`config.mk`:
```
export PLATFORM = sky130hd
export DESIGN_NAME = axi4_lite_set_check_regs
export DESIGN_NICKNAME = d
export VERILOG_FILES = /design/src/rtl/axi4_lite_set_check_pkg.sv /design/src/rtl/level_sync2.sv /design/src/rtl/axi4_lite_set_check_regs.sv
export SDC_FILE = /design/constraint.sdc
export NUM_CORES = 1
export LEC_CHECK = 0
export ABC_AREA = 1
export CAP_MARGIN = 20
export CORE_MARGIN = 2
export CORE_UTILIZATION = 49
export DETAILED_ROUTE_END_ITERATION = 8
export PLACE_DENSITY_LB_ADDON = 0.12
export SYNTH_ARGS = -nofsm -noshare
export SYNTH_HDL_FRONTEND = slang
export SYNTH_SLANG_ARGS = --single-unit
```
`constraint.sdc`:
```
create_clock -name clk -period 2.2 [get_ports clk]
set_input_delay 0.22 -clock clk [delete_from_list [all_inputs] [get_ports clk]]
set_output_delay 0.22 -clock clk [all_outputs]
set_load 0.05 [all_outputs]
```
`src/rtl/axi4_lite_set_check_pkg.sv`:
```
// Shared constants and helpers for the AXI4-Lite set/check register block.
package axi4_lite_set_check_pkg;

  // Byte offsets of the mapped registers.
  localparam logic [7:0] ADDR_SET_OUT   = 8'h00;
  localparam logic [7:0] ADDR_CHECK_IN  = 8'h04;
  localparam logic [7:0] ADDR_CHECK_EXP = 8'h08;
  localparam logic [7:0] ADDR_STATUS    = 8'h0C;

  // AXI response codes.
  localparam logic [1:0] RESP_OKAY   = 2'b00;
  localparam logic [1:0] RESP_SLVERR = 2'b10;

  // STATUS register bit positions.
  localparam int unsigned STATUS_MATCH_BIT  = 0;
  localparam int unsigned STATUS_STICKY_BIT = 1;

  typedef enum logic [2:0] {
    SelSetOut,
    SelCheckIn,
    SelCheckExp,
    SelStatus,
    SelNone
  } reg_sel_e;

  // Expand 4 byte strobes into a 32-bit bit-enable mask.
  function automatic logic [31:0] strb_to_mask(input logic [3:0] strb);
    logic [31:0] mask;
    for (int i = 0; i < 4; i++) begin
      mask[8*i +: 8] = {8{strb[i]}};
    end
    return mask;
  endfunction

endpackage

```
`src/rtl/level_sync2.sv`:
```
// Two-flop level synchronizer for quasi-static asynchronous inputs.
module level_sync2 #(
  parameter int unsigned WIDTH = 1
) (
  input  logic             clk,
  input  logic             rst_n,
  input  logic [WIDTH-1:0] d,
  output logic [WIDTH-1:0] q
);

  logic [WIDTH-1:0] meta_q;
  logic [WIDTH-1:0] sync_q;

  // First flop may go metastable; second flop gives it a cycle to resolve.
  always_ff @(posedge clk or negedge rst_n) begin
    if (!rst_n) begin
      meta_q <= '0;
      sync_q <= '0;
    end else begin
      meta_q <= d;
      sync_q <= meta_q;
    end
  end

  assign q = sync_q;

endmodule

```
`src/rtl/axi4_lite_set_check_regs.sv`:
```
// AXI4-Lite slave that drives set_o levels and compares synchronized check_i
// levels against an expected value, with a sticky mismatch flag.
module axi4_lite_set_check_regs
  import axi4_lite_set_check_pkg::*;
#(
  parameter int unsigned           SET_WIDTH   = 32,
  parameter int unsigned           CHECK_WIDTH = 32,
  parameter logic [SET_WIDTH-1:0]  SET_INIT    = '0,
  parameter int unsigned           ADDR_WIDTH  = 5
) (
  input  logic                   clk,
  input  logic                   rst_n,
  input  logic [ADDR_WIDTH-1:0]  s_awaddr,
  input  logic                   s_awvalid,
  output logic                   s_awready,
  input  logic [31:0]            s_wdata,
  input  logic [3:0]             s_wstrb,
  input  logic                   s_wvalid,
  output logic                   s_wready,
  output logic [1:0]             s_bresp,
  output logic                   s_bvalid,
  input  logic                   s_bready,
  input  logic [ADDR_WIDTH-1:0]  s_araddr,
  input  logic                   s_arvalid,
  output logic                   s_arready,
  output logic [31:0]            s_rdata,
  output logic [1:0]             s_rresp,
  output logic                   s_rvalid,
  input  logic                   s_rready,
  output logic [SET_WIDTH-1:0]   set_o,
  input  logic [CHECK_WIDTH-1:0] check_i,
  output logic                   match_o
);

  logic                   aw_ready_q, aw_ready_d;
  logic                   bvalid_q, bvalid_d;
  logic [1:0]             bresp_q, bresp_d;
  logic                   ar_ready_q, ar_ready_d;
  logic                   rvalid_q, rvalid_d;
  logic [1:0]             rresp_q, rresp_d;
  logic [31:0]            rdata_q, rdata_d;
  logic [SET_WIDTH-1:0]   set_q, set_d;
  logic [CHECK_WIDTH-1:0] exp_q, exp_d;
  logic                   sticky_q, sticky_d;

  logic [CHECK_WIDTH-1:0] check_sync;
  logic                   match;
  logic                   wr_fire, rd_fire;
  reg_sel_e               wr_sel, rd_sel;
  logic [31:0]            wmask, set_merged, exp_merged;

  // Byte offset bits never take part in decode.
  logic unused_addr_bits;
  assign unused_addr_bits = ^{s_awaddr[1:0], s_araddr[1:0]};

  function automatic reg_sel_e decode(input logic [ADDR_WIDTH-1:0] addr);
    logic [ADDR_WIDTH-1:0] base;
    base = {addr[ADDR_WIDTH-1:2], 2'b00};
    if (base == ADDR_WIDTH'(ADDR_SET_OUT))        return SelSetOut;
    else if (base == ADDR_WIDTH'(ADDR_CHECK_IN))  return SelCheckIn;
    else if (base == ADDR_WIDTH'(ADDR_CHECK_EXP)) return SelCheckExp;
    else if (base == ADDR_WIDTH'(ADDR_STATUS))    return SelStatus;
    else                                          return SelNone;
  endfunction

  level_sync2 #(
    .WIDTH (CHECK_WIDTH)
  ) u_check_sync (
    .clk   (clk),
    .rst_n (rst_n),
    .d     (check_i),
    .q     (check_sync)
  );

  assign match   = (check_sync == exp_q);
  assign wr_fire = aw_ready_q & s_awvalid & s_wvalid;
  assign rd_fire = ar_ready_q & s_arvalid;
  assign wr_sel  = decode(s_awaddr);
  assign rd_sel  = decode(s_araddr);
  assign wmask   = strb_to_mask(s_wstrb);

  assign set_merged = (32'(set_q) & ~wmask) | (s_wdata & wmask);
  assign exp_merged = (32'(exp_q) & ~wmask) | (s_wdata & wmask);

  // Next-state for handshakes, registers and read data.
  always_comb begin
    aw_ready_d = s_awvalid && s_wvalid && !aw_ready_q && !bvalid_q;
    bvalid_d   = bvalid_q;
    bresp_d    = bresp_q;
    ar_ready_d = s_arvalid && !ar_ready_q && !rvalid_q;
    rvalid_d   = rvalid_q;
    rresp_d    = rresp_q;
    rdata_d    = rdata_q;
    set_d      = set_q;
    exp_d      = exp_q;
    sticky_d   = sticky_q;

    // Write channel: update on the accept edge, respond the cycle after.
    if (wr_fire) begin
      bvalid_d = 1'b1;
      bresp_d  = (wr_sel == SelNone) ? RESP_SLVERR : RESP_OKAY;
      case (wr_sel)
        SelSetOut:   set_d = set_merged[SET_WIDTH-1:0];
        SelCheckExp: exp_d = exp_merged[CHECK_WIDTH-1:0];
        default:     ;
      endcase
    end else if (bvalid_q && s_bready) begin
      bvalid_d = 1'b0;
    end

    // Mismatch beats a simultaneous clear so no miss is ever lost.
    if (!match) begin
      sticky_d = 1'b1;
    end else if (wr_fire && (wr_sel == SelStatus) && s_wstrb[0] &&
                 s_wdata[STATUS_STICKY_BIT]) begin
      sticky_d = 1'b0;
    end

    // Read channel: sample current register state on the accept edge.
    if (rd_fire) begin
      rvalid_d = 1'b1;
      rresp_d  = RESP_OKAY;
      rdata_d  = '0;
      case (rd_sel)
        SelSetOut:   rdata_d = 32'(set_q);
        SelCheckIn:  rdata_d = 32'(check_sync);
        SelCheckExp: rdata_d = 32'(exp_q);
        SelStatus: begin
          rdata_d[STATUS_MATCH_BIT]  = match;
          rdata_d[STATUS_STICKY_BIT] = sticky_q;
        end
        default:     rresp_d = RESP_SLVERR;
      endcase
    end else if (rvalid_q && s_rready) begin
      rvalid_d = 1'b0;
    end
  end

  // State registers.
  always_ff @(posedge clk or negedge rst_n) begin
    if (!rst_n) begin
      aw_ready_q <= 1'b0;
      bvalid_q   <= 1'b0;
      bresp_q    <= RESP_OKAY;
      ar_ready_q <= 1'b0;
      rvalid_q   <= 1'b0;
      rresp_q    <= RESP_OKAY;
      rdata_q    <= '0;
      set_q      <= SET_INIT;
      exp_q      <= '0;
      sticky_q   <= 1'b0;
    end else begin
      aw_ready_q <= aw_ready_d;
      bvalid_q   <= bvalid_d;
      bresp_q    <= bresp_d;
      ar_ready_q <= ar_ready_d;
      rvalid_q   <= rvalid_d;
      rresp_q    <= rresp_d;
      rdata_q    <= rdata_d;
      set_q      <= set_d;
      exp_q      <= exp_d;
      sticky_q   <= sticky_d;
    end
  end

  assign s_awready = aw_ready_q;
  assign s_wready  = aw_ready_q;
  assign s_bvalid  = bvalid_q;
  assign s_bresp   = bresp_q;
  assign s_arready = ar_ready_q;
  assign s_rvalid  = rvalid_q;
  assign s_rresp   = rresp_q;
  assign s_rdata   = rdata_q;
  assign set_o     = set_q;
  assign match_o   = match;

endmodule

```
; Word-level counts from Yosys, hierarchy flattened
; Index checks and enable logic that the tools add are counted.
[op_classes]
n_reduce_logical = 23
mux = 18
bitwise_logic = 9
n_eq_ne = 14
[op_table]
columns = op, count
row1 = $and 32x32->32, 3
row2 = $pmux 30 s3, 1
row3 = $or 32x32->32, 2
row4 = $eq 32x32->1, 1
row5 = $not 32->32, 1
row6 = $eq 3x2->1 const B, 8
row7 = $mux 3, 8
row8 = $logic_not 3->1, 4
row9 = $logic_and 1x1->1, 10
row10 = $eq 3x1->1 const B, 3
row11 = $pmux 2 s4, 1
row12 = $mux 1, 6
row13 = $logic_not 1->1, 4
row14 = $mux 2, 2
row15 = $reduce_and 2->1, 2
row16 = $reduce_bool 2->1, 2
row17 = $reduce_or 4->1, 1
row18 = $and 1x1->1, 3
row19 = $eq 3x3->1 const B, 1
row20 = $ne 2x1->1 const B, 1
[word_totals]
reg_bits = 169
elab_cells = 76
output_inout_bits = 74
in_bits = 85

; Logic depth before layout (Yosys ltp)
[logic_depth]
ltp_word = 11
depth_mapped = 11
depth_no_buf = 11

; By module
; From an unflattened synthesis, not the netlist that was laid out.
[unflattened]
hier_cells = 637
area_unflattened_um2 = 6578.8
[by_module_without_submodules]
columns = module, area_each_um2, instances, seq_area_each_um2, cells_per_inst
row1 = axi4_lite_set_check_regs, 4977.3, 1, 2577.5, 573
row2 = level_sync2, 1601.5, 1, 1601.5, 64

; Least setup slack after synthesis
; No wires, ideal clock.
[synth_path]
path_type = register -> output
from = register with a tool-made name
to = output port match_o
path_slack_ps = -294
path_stages_with_launch = 6
path_buffers = 0
t_arrival_ps = 2274
required_ps = 1980
cell_sequence = dfrtp_1 xnor2_1 nand2_1 nor2_1 nand2_1 nor4_1
[synth_rtl]
columns = element, line_no
row1 = to (decl), axi4_lite_set_check_regs.sv:32  ; output logic match_o

; Worst setup path after layout
[layout_path]
from = register u_check_sync.sync_q[20], in the netlist u_check_sync.q[20]
to = output port match_o
[layout_via]
elab_chain_len = 1
[layout_lines]
columns = element, line_no
row1 = from (decl), level_sync2.sv:12  ; logic [WIDTH-1:0] sync_q;
row2 = from (signal assigned), level_sync2.sv:21  ; sync_q <= meta_q;
row3 = $eq 32x32->1, axi4_lite_set_check_regs.sv:75  ; assign match = (check_sync == exp_q);
; No other way between the ends.

==> results.yml <==
sta:
  grt_setup_unrepaired: "yes"
  fin_skew_ns: 0.00701
  slew_headroom_pct: 63.7
  post-route-min-period_ns: 2.12
  setup_viol: 0
  tightest_slew_ns: 0.543
  slew_viol_final: 0
  hold_viol: 0
  finalCritPeriodShare_pct: 96.2
  clock.fmax_mhz: 472
layout:
  design_area_um2: 9020
  mostFrequentLayoutCells: "dfrtp_1 (167), nand2_1 (164), clkdlybuf4s50_1 (150), o21ai_0 (62), mux2_2 (47)"
  synthToLayoutAreaGrowth_pct: 39.0
  fin_nets: 850
  layout_commonest_cell: "dfrtp_1"
  drive_above_1_share_pct: 13.8
  insertedDiodeCount: 0
clock_network:
  clkSlewWorstSetupHoldPaths_ns: 0.06
  cts.sinks: 167
  cts.path.max_buffers: 2
  cts-root-buf: "clkbuf_16"
  numCtsBuffers: 17
  cts_max_level: 4
  cts_tree: "done"
  post_cts_buffers: 0
  clock_latency_ns: 0.42
drt:
  ant_nets: 0
  vias: 4766
  first_pass_iters: 4
  drtIter0Drc: 252
  drcViolationCount: 0
  wl_per_cell_um: 16.4
  drt-total-wl_um: 15600
  via_per_inst: 5.00
floorplan:
  die_w_um: 119
  dieArea_um2: 14200
  io_pins: 159
  coreArea_um2: 13100
  chipHeight_um: 119
  rows: 42
  initial_core_util_pct: 49.6
critical_path:
  end_kind: "primary output"
  cp.buffers_inverters: 1
  worstPathArrival_ns: 1.90
  cp.required_ns: 1.98
  crit_fanout: 2
  path_class: "reg -> out"
  worstPathCellList: "xnor2_2 -> nand2_1 -> nor2_1 -> nand2_2 -> nor4_4 -> buf_12"
  slowest_stage: "dfrtp_1"
  start_kind: "flip-flop"
  max_stage_delay_ns: 0.41
  cpLargestDelayFamily: "simple AND/OR/NAND/NOR gates"
synthesis:
  muxShareOfSynthArea_pct: 8.16
  synthAdderAreaFrac_pct: 0
  synth.top_cell.area_share_pct: 64.4
  synth_area_leader_cell: "dfrtp_1"
  ys.warnings.count: 0
  synth-xor-area-share_pct: 2.83
  synth-simple-area-share_pct: 12.0
  ys_ff_latch: 167
  synthesis.instances: 600
  synth_top_family_by_area: "simple AND/OR/NAND/NOR gates"
  synth-compound-area-share_pct: 8.39
  syn_area_per_cell_um2: 10.8
  syn_area_um2: 6490
  synth.yosys.seq_area_share_pct: 64.4
  synthTopCellsByArea: "dfrtp_1 (64%), nand2_1 (9.6%), mux2_2 (8.2%), o21ai_0 (4.8%), xnor2_1 (2.8%)"
  synth_cell_type_count: 22
job:
  cap_violations: 0
pwr:
  total_power_mw: 8.30
  max-vdd-ir-drop_mv: 0.551
  power_density_nw_per_um2: 920
  power_leakage_nw: 4.17
worst_hold_path:
  hold_class: "in -> reg"
placement:
  placed_cell_area_um2: 8290
  routabilityCongestion: 0.794
  portBuffers: 152
  hpwl_um: 10600
grt:
  grt_pass1_vias: 4814
  globalRouteOverflowTotal: 0
  grt_start_max_net_pins: 68
  antenna_found_initial: 0
  grt_use_total_pct: 23.4
  grt_pass1_wl_um: 25100
run_status:
  status: "complete, no violations"
[metrics by stage]
stage	std cells	util, %	setup TNS (ns)	hold slack (ns)	worst slack, ns
finish	954	69.0	0	0.230	0.0831
global route	954	69.0	-0.0179	0.222	-0.0179
CTS	954	68.8	0	0.220	0.0437
detailed placement	921	63.3	0	0.190	0.180
global placement	921	63.3	0	0.180	0.177
floorplan	601	-	0	-0.0756	0.268
[synth_stat cells]
cell	instances
a22o_1	5
nand2_1	166
o2111ai_1	1
buf_2	4
nor4_4	1
nand2_2	4
o21ai_0	62
xnor2_1	21
clkbuf_1	11
o41ai_1	1
nor3_1	3
inv_1	41
mux2_2	47
dfrtp_1	167
clkinv_1	1
a21oi_1	32
conb_1	1
nand3_1	3
o22ai_1	2
nor4_1	1
nor2_1	19
buf_4	7
[kinds of logic after synthesis]
family                    Yosys count
and+or+nand+nor                   197
DFF                               167
AOI/OAI and AO/OA                 103
buffers and inverters              64
muxes                              47
xor gates and xnor gates           21
other                               1
[per-layer routing]
metal | GRT usage (%) | share of wire [%]
met4 | 7.81 | 1.4
met5 | 0 | 0
met3 | 5.65 | 5.8
met2 | 38.0 | 50
met1 | 30.9 | 43
[worst paths after layout]
path / from / to / slack, ns / cells after the start
worst max-delay path: u_check_sync.q[20]$_DFF_PN0_ / match_o / 0.08 / 6
worst min-delay path: check_i[13] / u_check_sync.meta_q[13]$_DFF_PN0_ / 0.23 / 1
worst max register to register: s_awready$_DFF_PN0_ / flip-flop / 0.47 / 6
worst min register to register: u_check_sync.meta_q[30]$_DFF_PN0_ / u_check_sync.q[30]$_DFF_PN0_ / 0.35 / 0
max in group asynchronous: rst_n / u_check_sync.meta_q[22]$_DFF_PN0_ / 1.16 / 3
min in group asynchronous: rst_n / u_check_sync.q[3]$_DFF_PN0_ / 0.31 / 2
[worst register-to-register path: stages (launching register included)]
cell	delay, ns
dfrtp_1	0.39
nand3_1	0.23
nor2_1	0.15
nand2_1	0.17
nor2_1	0.13
buf_4	0.20
mux2_2	0.35
[layout make-up]
class / instances / area (µm²)
flip-flops and latches: 167 / 4180
fillers: 1001 / 4060
multi-input cells: 370 / 2090
repair buffers: 167 / 1690
clock buffers: 21 / 470
well taps: 176 / 220
clock inverters: 11 / 218
inverters: 42 / 158
[power by group]
part	total (mW)	internal, mW	leakage, nW	switching, mW
logic	1.42	0.542	1.77	0.880
registers	3.48	3.32	2.07	0.163
clock network	3.40	2.22	0.330	1.17
total	8.30	6.09	4.17	2.22
[timing repair]
action | CTS | global route
hold endpoints to repair | 44 | 0
hold buffers | 1 | 0
resized for setup | 2 | 4
endpoints found under the setup margin | 1 | 1
gates cloned | 0 | 0
pin swaps | 0 | 2
Power figures use the tool's default switching activity.
